## src/rtl/prg_share_ctrl.sv

```systemverilog
// prg_share_ctrl: feeder/collector around the 3-share masked S-box (prg).
// Accepts one plain byte, splits it into three Boolean shares with LFSR masks,
// supplies fresh R0/R1, holds everything stable for the S-box latency, then
// recombines the three output shares into one result byte.
//
// Ports
//   clk, rst          clock (rising edge), synchronous active-low reset
//   seed_load, seed   reload the LFSR (zero seed maps to LFSR_SEED)
//   in_valid/in_ready/in_byte     input handshake, unmasked byte
//   sh1, sh2, sh3     shares to prg in1/in2/in3
//   r0, r1            randomness to prg R0/R1
//   o1, o2, o3        prg output shares
//   out_valid/out_ready/out_byte  result handshake, o1^o2^o3
//   busy              operation in flight
module prg_share_ctrl #(
  parameter int unsigned SBOX_LAT  = 4,
  parameter logic [31:0] LFSR_SEED = 32'hACE12468,
  localparam int unsigned BYTE_W   = 8,
  localparam int unsigned LFSR_W   = 32
) (
  input  logic              clk,
  input  logic              rst,
  input  logic              seed_load,
  input  logic [LFSR_W-1:0] seed,
  input  logic              in_valid,
  output logic              in_ready,
  input  logic [BYTE_W-1:0] in_byte,
  output logic [BYTE_W-1:0] sh1,
  output logic [BYTE_W-1:0] sh2,
  output logic [BYTE_W-1:0] sh3,
  output logic [BYTE_W-1:0] r0,
  output logic [BYTE_W-1:0] r1,
  input  logic [BYTE_W-1:0] o1,
  input  logic [BYTE_W-1:0] o2,
  input  logic [BYTE_W-1:0] o3,
  output logic              out_valid,
  input  logic              out_ready,
  output logic [BYTE_W-1:0] out_byte,
  output logic              busy
);

  localparam int unsigned CNT_W = 4;
  localparam int unsigned ST_W  = 2;

  localparam logic [LFSR_W-1:0] LFSR_TAPS = 32'h80200003;

  localparam logic [ST_W-1:0] S_IDLE = 2'd0;
  localparam logic [ST_W-1:0] S_WAIT = 2'd1;
  localparam logic [ST_W-1:0] S_DONE = 2'd2;

  logic [ST_W-1:0]   state, state_n;
  logic [CNT_W-1:0]  cnt, cnt_n;
  logic [LFSR_W-1:0] lfsr, lfsr_n;
  logic [BYTE_W-1:0] sh1_n, sh2_n, sh3_n, r0_n, r1_n, out_byte_n;
  logic              out_valid_n, in_ready_n, busy_n;

  // One Galois step; a nonzero state never maps to zero.
  function automatic logic [LFSR_W-1:0] lfsr_step(input logic [LFSR_W-1:0] s);
    return {1'b0, s[LFSR_W-1:1]} ^ (s[0] ? LFSR_TAPS : '0);
  endfunction

  // State and output registers.
  always_ff @(posedge clk) begin
    if (!rst) begin
      state     <= S_IDLE;
      cnt       <= '0;
      lfsr      <= LFSR_SEED;
      sh1       <= '0;
      sh2       <= '0;
      sh3       <= '0;
      r0        <= '0;
      r1        <= '0;
      out_byte  <= '0;
      out_valid <= 1'b0;
      in_ready  <= 1'b1;
      busy      <= 1'b0;
    end else begin
      state     <= state_n;
      cnt       <= cnt_n;
      lfsr      <= lfsr_n;
      sh1       <= sh1_n;
      sh2       <= sh2_n;
      sh3       <= sh3_n;
      r0        <= r0_n;
      r1        <= r1_n;
      out_byte  <= out_byte_n;
      out_valid <= out_valid_n;
      in_ready  <= in_ready_n;
      busy      <= busy_n;
    end
  end

  // Next-state and next-output logic.
  always_comb begin
    state_n     = state;
    cnt_n       = cnt;
    sh1_n       = sh1;
    sh2_n       = sh2;
    sh3_n       = sh3;
    r0_n        = r0;
    r1_n        = r1;
    out_byte_n  = out_byte;
    out_valid_n = out_valid;

    // A seed load wins over stepping; zero seed would lock the LFSR.
    if (seed_load) begin
      lfsr_n = (seed == '0) ? LFSR_SEED : seed;
    end else begin
      lfsr_n = lfsr_step(lfsr);
    end

    case (state)
      S_IDLE: begin
        if (in_valid && in_ready) begin
          // Masks come from the pre-edge LFSR value, even on a seed load edge.
          sh1_n   = lfsr[7:0];
          sh2_n   = lfsr[15:8];
          sh3_n   = in_byte ^ lfsr[7:0] ^ lfsr[15:8];
          r0_n    = lfsr[23:16];
          r1_n    = lfsr[31:24];
          cnt_n   = CNT_W'(SBOX_LAT);
          state_n = S_WAIT;
        end
      end
      S_WAIT: begin
        if (cnt != '0) begin
          cnt_n = cnt - CNT_W'(1);
        end else begin
          out_byte_n  = o1 ^ o2 ^ o3;
          out_valid_n = 1'b1;
          state_n     = S_DONE;
        end
      end
      S_DONE: begin
        if (out_ready) begin
          out_valid_n = 1'b0;
          state_n     = S_IDLE;
        end
      end
      default: begin
        out_valid_n = 1'b0;
        state_n     = S_IDLE;
      end
    endcase

    in_ready_n = (state_n == S_IDLE);
    busy_n     = (state_n != S_IDLE);
  end

  // The LFSR must never lock up at zero.
  a_lfsr_nonzero: assert property (@(posedge clk) disable iff (!rst) lfsr != '0);

  // Input ready and busy are mutually exclusive views of the state.
  a_ready_busy: assert property (@(posedge clk) disable iff (!rst) in_ready != busy);

  // Shares and randomness must not move while the S-box is computing.
  a_hold_wait: assert property (@(posedge clk) disable iff (!rst)
    (state == S_WAIT) |=> $stable({sh1, sh2, sh3, r0, r1}));

endmodule

```

## config.mk

```make
export PLATFORM = sky130hd
export DESIGN_NAME = prg_share_ctrl
export DESIGN_NICKNAME = d
export VERILOG_FILES = /design/src/rtl/prg_share_ctrl.sv
export SDC_FILE = /design/constraint.sdc
export NUM_CORES = 1
export LEC_CHECK = 0
export BUFFER_PORTS_ARGS = -buffer_cell sky130_fd_sc_hd__buf_2
export CAP_MARGIN = 5
export CORE_UTILIZATION = 51
export DETAILED_ROUTE_END_ITERATION = 12
export MAX_ROUTING_LAYER = met4
export PLACE_DENSITY = 0.83
export SETUP_SLACK_MARGIN = 0.02
export SYNTH_ARGS = -nofsm -noshare
export SYNTH_HDL_FRONTEND = slang
export SYNTH_SLANG_ARGS = --single-unit
```

## constraint.sdc

```tcl
create_clock -name clk -period 1.8 [get_ports clk]
set_clock_uncertainty 0.05 [all_clocks]
set_input_delay 0.09 -clock clk [delete_from_list [all_inputs] [get_ports clk]]
set_output_delay 0.09 -clock clk [all_outputs]
set_load 0.005 [all_outputs]
```

==> flow_summary.ini <==
[die]
die_w_um = 88.46
core_um2 = 7253
rows = 31
die_height_um = 88.46
die-area_um2 = 7825
io_pins = 120
start_util_pct = 52.56

[clock_network]
cts_tree = yes
cts-root-buf = clkbuf_8
htree_levels = 3
clock_latency_ns = 0.35
cts.sinks = 89
postCtsSetupRepairBufs = 0
cts.clk_slew.worst_paths_ns = 0.09
cts_made_buffers = 9
cts_buffer_depth = 2

[route]
drc = 0
vias = 3386
wl_per_cell_um = 13.76
first_pass_iters = 5
drt-initial-drc-count = 125
post_drt_via_cell_ratio = 5.099
totalWireLength_um = 9136
drtAntennaViolNets = 0

[synthesis]
ys.flop_type = dfxtp_1
avgSynthCellArea_um2 = 8.907
synth_seq_area_share_pct = 46.73
async_flop_share_pct = 0
yosysUniqueCellTypes = 36
ys_seq_elements = 89
synth_top_area_share_pct = 46.73
synth_edf_count = 0
postSynthCellCount = 428
syn_area_um2 = 3812
yosys_warnings = 0
synth_most_common_cell = nand2_1
syn_nets = 498
yosys-top-cells-area = dfxtp_1, nand2_1, xnor2_1, a21boi_0, mux2i_1
yosys-top-cells-count = nand2_1, dfxtp_1, xnor2_1
yosysTopAreaCell = dfxtp_1

[sta]
tns_ns = 0
max_freq_mhz = 595.6
final-setup-viol-count = 0
slew_violations = 0
rsz0062_at_grt = yes
hold_violations = 0
worst_pin_slew_ns = 0.5465
min_period_over_period_pct = 93.27
layout_min_cycle_time_ns = 1.679
relSlewSlack_pct = 63.57

[global_routing]
grt_pass1_wl_um = 14170
grtUsageMet2_pct = 40.21
antenna_found_initial = 0
top_usage_layer = met2
grt_max_degree = 48
overflow = 0
gr-usage-met1_pct = 29.00
grt_util_all_layers_pct = 24.44
grt_pass1_vias = 3107
grtUsageMet3_pct = 3.731

[cells_and_area]
nNetsFinal = 630
area_growth_pct = 30.55
n_antenna_cell = 0
design_area_um2 = 4977
drive_gt1_share_pct = 26.19

[worst_setup_path]
critPathCaptureType = register
r2r_start = cnt[0]
worstReg2RegEnd = out_byte[7]
r2r_slack_ns = 0.18
reg2regPathDepth = 6
arrival_ns = 1.90
cp.required_ns = 2.02
startpoint_type = input port
path_max_fanout = 13
path_class = input port to register

[power_and_ir_drop]
p_total_w = 0.005018
power.leakage_nw = 2.197
power_density_nw_per_um2 = 1008
irDropWorstVdd_v = 0.0005312

[placement]
io_buffers = 119
post_dp_cell_area_um2 = 4502
gp_congestion = 0.8008
post-dp-hpwl_um = 6279

[hold_path]
hold_depth = 4
min_to = out_byte[5]
min-delay-path-class = input port to register
hold_start = o2[5]

[outcome]
status = completed

[job]
drv_cap = 0
-- layout make-up --
type | instances | area (µm²)
clock buffers | 11 | 131.4
clock inverters | 5 | 127.6
fillers | 579 | 2276
inverters | 2 | 7.507
multi-input cells | 312 | 1917
flip-flops and latches | 89 | 1782
well taps | 99 | 123.9
repair buffers | 146 | 888.4
-- stage by stage --
| stage | hold slack [ns] | instances | utilization (%) | setup WS, ns |
|---|---|---|---|---|
| after floorplan | 0.1903 | 428 | - | 0.2838 |
| after global placement | 0.3185 | 627 | 62.07 | 0.2391 |
| after detailed placement | 0.3259 | 627 | 62.07 | 0.1282 |
| after CTS | 0.0006990 | 664 | 68.54 | 0.09492 |
| after global routing | 0.01098 | 664 | 68.62 | 0.009392 |
| final | 0.004554 | 664 | 68.62 | 0.1211 |
-- placed cells by master (no fill, tap or decap), drive strengths merged, types with 3 or more instances in the layout --
master,Yosys,routed
a21boi,40,40
a21oi,13,13
and2,11,11
buf,14,125
bufinv,0,4
clkbuf,11,11
dfxtp,89,89
dlygate4sd3,0,21
mux2i,18,18
nand2,92,92
nand2b,14,14
nor2,17,17
nor2b,19,19
nor3,3,3
nor4,8,8
o21a,3,3
o21ai,25,25
xnor2,27,27
xor2,9,9
-- logic make-up (layout without fill, tap and decap cells) --
| group | Yosys count | after routing | share of synthesized area [%] |
|---|---|---|---|
| fa+ha+maj | 1 | 1 | 0.3281 |
| compound gates | 84 | 84 | 14.24 |
| simple gates | 173 | 173 | 22.38 |
| flops | 89 | 89 | 46.73 |
| xor+xnor | 36 | 36 | 8.271 |
| buf+inv | 27 | 164 | 3.315 |
| mux | 18 | 18 | 4.726 |
-- per-layer routing --
metal / routed length (µm) / up-vias / share of wire [%]
li1: - / 1672 / -
met1: 4008 / 1598 / 44
met2: 4584 / 93 / 50
met3: 319 / 23 / 3.5
met4: 224 / 0 / 2.5
met5: 0 / - / 0
-- flip-flops by register name, summed over array words and instances (netlist names) --
name       cells
busy           1
sh1            8
cnt            4
sh2            8
lfsr          32
in_ready       1
r1             8
r0             8
out_byte       8
state          2
sh3            8
out_valid      1
-- worst max-delay path: stages --
cell	delay [ns]
dlygate4sd3_1	0.54
buf_2	0.14
nor4_1	0.25
and4_1	0.56
a21oi_1	0.11
o21ai_0	0.20
-- how the worst max path moves through the flow --
stage / depth (start not counted) / to / startpoint
after floorplan: 6 / busy / cnt[0]
after global placement: 5 / lfsr[3] / seed[31]
after detailed placement: 6 / busy / cnt[0]
after CTS: 6 / lfsr[21] / seed[14]
after global routing: 6 / lfsr[21] / seed[24]
final: 6 / lfsr[21] / seed[24]
-- report_power, final --
part | leakage, nW | internal (W) | switching, W
Clock | 0.124 | 0.00106 | 0.000689
Sequential | 0.733 | 0.00216 | 0.000135
Combinational | 1.34 | 0.000477 | 0.000492
-- timing repair --
action	4_1_cts	5_1_grt
endpoints found under the setup margin	0	8
hold buffers	21	0
gates resized for setup	0	2
endpoints found under the hold margin	21	0
Note: power is estimated with default switching activity, not from simulation.
